`config.mk`:
```
export PLATFORM = sky130hd
export DESIGN_NAME = mem_arbiter
export DESIGN_NICKNAME = d
export VERILOG_FILES = /design/src/rtl/mem_arbiter.sv
export SDC_FILE = /design/constraint.sdc
export NUM_CORES = 1
export LEC_CHECK = 0
export CAP_MARGIN = 20
export CORE_AREA = 10 10 277 279
export DETAILED_ROUTE_END_ITERATION = 8
export DIE_AREA = 0 0 287 289
export HOLD_SLACK_MARGIN = 0.1
export PLACE_DENSITY = 0.49
export SLEW_MARGIN = 20
export SYNTH_ARGS = -nofsm -noshare
export SYNTH_HDL_FRONTEND = slang
export SYNTH_SLANG_ARGS = --single-unit
```
`constraint.sdc`:
```
create_clock -name clk -period 2 [get_ports clk]
set_clock_uncertainty 0.05 [all_clocks]
set_input_delay 0.4 -clock clk [delete_from_list [all_inputs] [get_ports clk]]
set_output_delay 0.4 -clock clk [all_outputs]
set_load 0.05 [all_outputs]
```
`src/rtl/mem_arbiter.sv`:
```
// mem_arbiter: serialises icache fills and dcache fills/write-backs onto one
// block-wide memory port using the caches' read/write/busywait handshake.
// Optional feature: define MEM_ARB_ROUND_ROBIN_EN to break IDLE ties by
// alternating ports; otherwise the dcache always wins a tie.
module mem_arbiter #(
  parameter int unsigned ADDR_WIDTH = 28,
  parameter int unsigned DATA_WIDTH = 128
) (
  input  logic                  clk,
  input  logic                  reset,
  input  logic                  i_read,
  input  logic [ADDR_WIDTH-1:0] i_address,
  output logic [DATA_WIDTH-1:0] i_readdata,
  output logic                  i_busywait,
  input  logic                  d_read,
  input  logic                  d_write,
  input  logic [ADDR_WIDTH-1:0] d_address,
  input  logic [DATA_WIDTH-1:0] d_writedata,
  output logic [DATA_WIDTH-1:0] d_readdata,
  output logic                  d_busywait,
  output logic                  mem_read,
  output logic                  mem_write,
  output logic [ADDR_WIDTH-1:0] mem_address,
  output logic [DATA_WIDTH-1:0] mem_writedata,
  input  logic [DATA_WIDTH-1:0] mem_readdata,
  input  logic                  mem_busywait
);

  typedef enum logic [2:0] {
    IDLE    = 3'd0,
    SERVE_I = 3'd1,
    SERVE_D = 3'd2,
    RESP_I  = 3'd3,
    RESP_D  = 3'd4
  } state_e;

  localparam logic GRANT_I = 1'b0;
  localparam logic GRANT_D = 1'b1;

  state_e                  state_q, state_d;
  logic                    last_grant_q, last_grant_d;
  logic                    mem_read_q, mem_read_d;
  logic                    mem_write_q, mem_write_d;
  logic [ADDR_WIDTH-1:0]   mem_address_q, mem_address_d;
  logic [DATA_WIDTH-1:0]   mem_writedata_q, mem_writedata_d;
  logic [DATA_WIDTH-1:0]   i_readdata_q, i_readdata_d;
  logic [DATA_WIDTH-1:0]   d_readdata_q, d_readdata_d;

  logic i_req, d_req, tie_pick_d, pick_d;

  // Stall each cache until its acknowledge (RESP) cycle.
  assign i_req      = i_read;
  assign d_req      = d_read | d_write;
  assign i_busywait = i_req & (state_q != RESP_I);
  assign d_busywait = d_req & (state_q != RESP_D);

  assign mem_read      = mem_read_q;
  assign mem_write     = mem_write_q;
  assign mem_address   = mem_address_q;
  assign mem_writedata = mem_writedata_q;
  assign i_readdata    = i_readdata_q;
  assign d_readdata    = d_readdata_q;

  // Tie-break choice when both caches request in IDLE.
  always_comb begin
    tie_pick_d = 1'b1;
`ifdef MEM_ARB_ROUND_ROBIN_EN
    tie_pick_d = (last_grant_q == GRANT_I);
`endif
  end

  // Next-state and registered-output computation.
  always_comb begin
    state_d         = state_q;
    last_grant_d    = last_grant_q;
    mem_read_d      = mem_read_q;
    mem_write_d     = mem_write_q;
    mem_address_d   = mem_address_q;
    mem_writedata_d = mem_writedata_q;
    i_readdata_d    = i_readdata_q;
    d_readdata_d    = d_readdata_q;
    pick_d          = (i_req & d_req) ? tie_pick_d : d_req;

    case (state_q)
      IDLE: begin
        if (i_req | d_req) begin
          if (pick_d) begin
            // Read+write together is served as a write.
            state_d         = SERVE_D;
            last_grant_d    = GRANT_D;
            mem_write_d     = d_write;
            mem_read_d      = ~d_write;
            mem_address_d   = d_address;
            mem_writedata_d = d_writedata;
          end else begin
            state_d       = SERVE_I;
            last_grant_d  = GRANT_I;
            mem_read_d    = 1'b1;
            mem_write_d   = 1'b0;
            mem_address_d = i_address;
          end
        end
      end
      SERVE_I: begin
        if (!mem_busywait) begin
          mem_read_d   = 1'b0;
          mem_write_d  = 1'b0;
          i_readdata_d = mem_readdata;
          state_d      = RESP_I;
        end
      end
      SERVE_D: begin
        if (!mem_busywait) begin
          if (mem_read_q) begin
            d_readdata_d = mem_readdata;
          end
          mem_read_d  = 1'b0;
          mem_write_d = 1'b0;
          state_d     = RESP_D;
        end
      end
      RESP_I:  state_d = IDLE;
      RESP_D:  state_d = IDLE;
      default: state_d = IDLE;
    endcase
  end

  // State and output registers with synchronous active-low reset.
  always_ff @(posedge clk) begin
    if (!reset) begin
      state_q         <= IDLE;
      last_grant_q    <= GRANT_I;
      mem_read_q      <= 1'b0;
      mem_write_q     <= 1'b0;
      mem_address_q   <= '0;
      mem_writedata_q <= '0;
      i_readdata_q    <= '0;
      d_readdata_q    <= '0;
    end else begin
      state_q         <= state_d;
      last_grant_q    <= last_grant_d;
      mem_read_q      <= mem_read_d;
      mem_write_q     <= mem_write_d;
      mem_address_q   <= mem_address_d;
      mem_writedata_q <= mem_writedata_d;
      i_readdata_q    <= i_readdata_d;
      d_readdata_q    <= d_readdata_d;
    end
  end

endmodule

```
==> results of run 1 <==
[flip-flops by register name, summed over array words and instances, names as in the netlist]
name and cells:
mem_writedata 128, state_q 3, mem_address 28, d_readdata 128, mem_read 1, i_readdata 128
mem_write 1
[layout make-up]
class	instances	share of cell area [%]
Antenna cell	10	0.09857
Clock buffer	70	5.820
Tap cell	950	4.682
Timing Repair Buffer	839	30.83
Sequential cell	417	32.93
Inverter	4	0.09857
Clock inverter	18	0.6308
Multi-Input combinational cell	1293	24.91
[logic make-up (layout without fill, tap and decap cells)]
kind of cell	count (synthesis)	count (layout)	synth area share, %
other	0	10	0
AO/OA/AOI/OAI	703	703	23.21
AND/OR/NAND/NOR	585	585	16.49
XOR/XNOR	1	1	0.05595
flip-flops	417	417	53.32
multiplexers	3	3	0.1998
buffers and inverters	206	931	6.673
adder cells (fa/ha/maj)	1	1	0.06393
[stage by stage]
step / cell area, um^2 / hold WS [ns]
finish: 25390 / 0.3257
global route: 25380 / 0.2862
global placement: 23840 / 0.3915
floorplan: 15660 / 0.4860
CTS: 25350 / 0.2763
detailed placement: 23840 / 0.3944
[metal layers]
layer	part of all wire [%]	wire length [um]	GRT usage (%)
met1	38	30570	19.92
met5	0.18	140	0
met3	11	9045	8.290
met2	48	37760	30.15
met4	2.4	1927	5.289
[synthesized netlist by cell type, types with 3 or more instances]
library cell and n:
buf_1 10, a21oi_1 414, dfxtp_1 417, buf_2 40
buf_4 33, nor4_1 3, nand3_1 256, buf_6 13
clkbuf_1 106, o21ai_1 106, a311oi_1 28, nand2_1 314
o21ai_0 151
[layout by cell type, fill, tap and decap left out, types with 10 or more instances in the layout]
| master | instances |
|---|---|
| o21ai_1 | 107 |
| diode_2 | 10 |
| nand3_1 | 256 |
| dfxtp_1 | 413 |
| buf_4 | 322 |
| o21ai_0 | 150 |
| clkbuf_16 | 51 |
| nand2_1 | 314 |
| a21oi_1 | 413 |
| clkdlybuf4s50_1 | 317 |
| a311oi_1 | 28 |
| dlygate4sd2_1 | 151 |
| buf_12 | 41 |
| clkbuf_8 | 13 |
[worst min-delay path by stage]
stage                        end  slack, ns  cells past startpoint
2_1_floorplan      i_readdata[0]       0.49                      2
3_3_place_gp      i_readdata[59]       0.39                      2
3_5_place_dp      i_readdata[32]       0.39                      2
4_1_cts        mem_writedata[50]       0.28                      3
5_1_grt        mem_writedata[50]       0.29                      3
6_report       mem_writedata[50]       0.33                      3
[timing repair]
| item | in CTS | in global routing |
|---|---|---|
| pin swaps | 1 | 0 |
| resized for setup | 166 | 7 |
| setup buffers | 3 | 0 |
| setup endpoints to repair | 156 | 17 |
[power by group through the flow]
stage | logic [mW] | registers, mW | clock network, mW
2_1_floorplan | 1.26 | 10.3 | 0
3_3_place_gp | 4.67 | 9.05 | 0
3_5_place_dp | 4.69 | 9.06 | 0
4_1_cts | 4.63 | 8.88 | 9.39
5_1_grt | 4.85 | 8.92 | 9.72
6_report | 4.58 | 8.88 | 9.07
[worst reg2reg max path: stages (launching register included)]
cell,delay (ns)
dfxtp_2,0.34
buf_8,0.13
buf_4,0.18
or3_4,0.42
buf_12,0.23
o21ai_0,0.35
a21oi_1,0.09
==> impl_results.md, run 1 <==
- Switch Pwr: 6.871 mW
- Die Y: 289 um
- Comb pwr share: 20.3%
- DRC: 0
- Clock sink total: 417
- Worst R2R Path Depth: 6
- Static leakage: 10.04 nW
- Yosys cell types: 32
- Num ports: 734
- Crit path kind: flip-flop to output port
- Synthesized cell area: 15660 um^2
- Final WS setup: 0.06221 ns
- Wirelength per Cell: 22.06 um
- Hold crit path type: primary input to flip-flop
- Avg Vias per Cell: 4.716
- Final RePlAce weighted congestion: 0.7909
- Rel. slew slack: 62.34%
- Top cells by area, synth: dfxtp_1 53%, a21oi_1 13%, nand3_1 8.2%
- GR Util All Layers: 17.88%
- Register area: 8361 um^2
- Cell Int Power: 15.67 mW
- DRT iter0 DRCs: 924
- Final wirelength: 79.45 mm
- Final Hold Fails: 0
- Worst vdd ir: 660.0 uV
- Max clock buf depth: 3
- Final slew viol count: 0
- Layout fillers: 7415
- I/O Buffers: 733
- Final setup violation count: 0
- Initial DRT Pass Iterations: 5
- Reg2Reg Launch Point: state_q[2]
- Pwr per Cell Area: 887.7 nW/um^2
- Largest net degree at the start of global routing: 129
- Net Sw Frac: 30.49%
- Placed Instances: 3500
- Gr ovfl total: 0
- Worst Setup EP: d_readdata[86]
- Finished Layout Cells: 3601
- Asr flop ratio synth: 0%
- Cells after synthesis: 1916
- DP Worst Slack: -0.2364 ns
- Arrival @ worst endpoint: 1.49 ns
- Max-cap viol count: 0
- Max Freq: 0.5161 GHz
- Nets@finish: 2922
- Worst path top cell family by delay: buffers and inverters
- Worst skew pair latency: 0.58 ns
- Synth top area share: 53.32%
- Worst-path cell chain: dlygate4sd2_1
- CTS tree: done
- RSZ-0062 raised after global routing: no
- Fin crit share: 96.89%
- Clock transition at path regs: 0.06 ns
- Cts hold-fix bufs: 0
- Flop pwr share: 39.4%
- Outcome: finished, final reports clean
- Htree depth: 2
- DP HPWL: 59.92 mm
- Clock Power Share: 40.3%
- Launch point of the worst hold path: d_writedata[50]
- CTS Buf Count: 49
- Starting Density: 22.02%
- Slowest CP cell: dlygate4sd2_1
- Post-layout util: 35.70%
- Synthesis-stage register bit count: 417
- Critical path buffer and inverter count: 1
- Crit path required time: 1.55 ns
- Root buf cell: clkbuf_16
- Vias in the first global route: 17.14k
- Full die area: 82940 um^2
- Internal reg-to-reg setup slack: 0.09 ns
- Top FF cell, synth: dfxtp_1
- Final TNS setup: 0 ns
- Vias: 16.98k
- Setup crit end kind: output port
- Row count: 98
- Register area share after synthesis: 53.32%
- Multi-input logic area: 6324 um^2
- Setup crit start kind: flip-flop
- Warnings, synthesis: 0
- Worst-path maximum fanout: 2
- CP peak stage delay: 0.55 ns
- CP Depth: 1
- Layout cell share with drive strength beyond 1: 17.72%
- Post-synth EDFFs: 0
- Post-route ant nets: 0
- Final Total Pwr: 22.54 mW
- Syn Area/Cell: 8.172 um^2
- First-pass GRT wire length: 113.7 mm
- Tmin final: 1.938 ns
- CORE AREA: 71120 um^2
- Area delta synth->final: 62.15%
- Mapped Nets: 2234
- Die width: 287 um
- Worst Max-Slew Pin Slew: 0.5672 ns
- Crit path from: d_readdata[86]
- Synth area leader: dfxtp_1
- Reg-to-reg endpoint: mem_writedata[33]
- Number of antenna violations at the first check in global routing: 21
(Power assumes the default switching activity.)
==> inputs of run 2 (changes only) <==
- REMOVE_ABC_BUFFERS: unset -> 1
==> run 2 against run 1 <==
Global-route usage shrank 0.44 points. Worst setup slack gained 0.0057 ns. First-iteration DRC count grew 14%. Final cell count is essentially flat. Power is essentially flat. Non-clock buffer count grew 4. Wire length shrank 2.3%. Combinational power grew 1%. Sequential cell count is the same. Sequential share of layout area shrank 0.17 points. Core utilization grew 0.16 points. Critical path type unchanged. Largest power group unchanged.
==> impl_results.md, run 2 (synthesis results as in run 1) <==
- Layout cell share with drive strength beyond 1: 16.58%
- Worst path top cell family by delay: buffers and inverters
- Vias in the first global route: 16.76k
- Vias: 17.09k
- DRT iter0 DRCs: 1057
- Number of antenna violations at the first check in global routing: 19
- Finished Layout Cells: 3600
- Die Y: 289 um
- Setup crit end kind: output port
- Layout fillers: 7416
- Root buf cell: clkbuf_16
- Reg-to-reg endpoint: i_readdata[12]
- Die width: 287 um
- Final RePlAce weighted congestion: 0.8391
- Hold crit path type: primary input to flip-flop
- Starting Density: 22.02%
- Final setup violation count: 0
- Critical path buffer and inverter count: 1
- Clock sink total: 417
- Worst R2R Path Depth: 6
- CP peak stage delay: 0.52 ns
- Htree depth: 2
- Avg Vias per Cell: 4.746
- Worst vdd ir: 562.4 uV
- Final slew viol count: 0
- Crit path kind: flip-flop to output port
- Tmin final: 1.932 ns
- GR Util All Layers: 17.45%
- CORE AREA: 71120 um^2
- Pwr per Cell Area: 884.3 nW/um^2
- Gr ovfl total: 0
- CTS Buf Count: 50
- DRC: 0
- Largest net degree at the start of global routing: 86
- Worst Max-Slew Pin Slew: 0.7253 ns
- Num ports: 734
- Worst skew pair latency: 0.58 ns
- Slowest CP cell: clkdlybuf4s15_1
- Max-cap viol count: 0
- Hold Crit Depth: 3
- Internal reg-to-reg setup slack: 0.08 ns
- Post-route ant nets: 0
- Max Freq: 0.5176 GHz
- Most frequent cells in the layout: 414 x dfxtp_1, 413 x a21oi_1, 317 x clkdlybuf4s50_1, 314 x nand2_1, 295 x buf_4
- Worst-path maximum fanout: 2
- Placed Instances: 3504
- Arrival @ worst endpoint: 1.48 ns
- Max clock buf depth: 3
- Worst-path cell chain: clkdlybuf4s15_1
- Final WS setup: 0.06786 ns
- Most common cell after layout, fill and taps aside: dfxtp_1
- DP Worst Slack: -0.2473 ns
- Wirelength per Cell: 21.56 um
- Full die area: 82940 um^2
- Multi-input logic area: 6324 um^2
- Reg2Reg Launch Point: state_q[0]
- Register area: 8354 um^2
- Final Hold Fails: 0
- Static leakage: 10.12 nW
- Row count: 98
- Area delta synth->final: 62.89%
- CTS tree: done
- Crit path required time: 1.55 ns
- Launch point of the worst hold path: d_writedata[18]
- I/O Buffers: 733
- Nets@finish: 2927
- Initial DRT Pass Iterations: 6
- Setup crit start kind: flip-flop
- Outcome: finished, final reports clean
- Clock transition at path regs: 0.06 ns
- Final wirelength: 77.60 mm
- DP HPWL: 56.79 mm
- Fin crit share: 96.61%
- Hold Path Sink: mem_writedata[18]
- Post-layout util: 35.86%
- First-pass GRT wire length: 112.4 mm
- Rel. slew slack: 51.65%
## run 2: report_power, final
part,internal (mW),switching [mW]
registers,8.69,0.193
logic,1.64,3.00
clock network,5.33,3.71
## run 2: per-layer routing
layer / vias up / track usage (%) / wire length [um]
met2: 729 / 29.70 / 37290
li1: 8095 / - / -
met5: - / 0 / 187
met4: 30 / 4.359 / 1771
met1: 8099 / 20.03 / 30250
met3: 132 / 7.216 / 8097
## run 2: repair_timing
action	CTS	global route
buffers inserted	0	2
resized for setup	187	14
endpoints found under the setup margin	183	11
cloned	1	0
hold buffers	0	0
pin swaps	0	1
## run 2: how the worst max path moves through the flow
| stage | slack (ns) | start | endpoint | cells past startpoint |
|---|---|---|---|---|
| 6_report | 0.07 | i_readdata[83] | i_readdata[83] | 1 |
| 5_1_grt | -0.002 | state_q[1] | d_busywait | 4 |
| 4_1_cts | -0.05 | state_q[2] | i_busywait | 4 |
| 3_5_place_dp | -0.25 | mem_busywait | i_readdata[98] | 7 |
| 3_3_place_gp | -0.21 | mem_busywait | i_readdata[34] | 7 |
| 2_1_floorplan | -4.26 | state_q[1] | d_readdata[0] | 3 |
## run 2: stage by stage
stage | TNS (ns) | cell area [um^2] | hold WS (ns) | power, mW
after global routing | -0.002553 | 25500 | 0.3052 | 23.47
after floorplan | -1613.86 | 14630 | 0.4860 | 11.40
after global placement | -41.13 | 24020 | 0.3899 | 13.77
final | 0 | 25500 | 0.3273 | 22.55
after detailed placement | -44.53 | 24020 | 0.3943 | 13.80
after CTS | -0.08415 | 25470 | 0.2853 | 22.90
## run 2: area by class of cell
| type | instances | area share (%) |
|---|---|---|
| diodes | 3 | 0.02943 |
| inverters | 4 | 0.09812 |
| well taps | 950 | 4.661 |
| clock buffers | 81 | 5.995 |
| multi-input cells | 1293 | 24.79 |
| repair buffers | 843 | 31.33 |
| flip-flops and latches | 417 | 32.76 |
| clock inverters | 9 | 0.3336 |
## run 2: worst reg2reg max path: cells and delay by family (launching register included)
kind	cells	cell delay, ns
compound gates	1	0.08
simple gates	2	0.84
buf+inv	3	0.50
flops	1	0.34
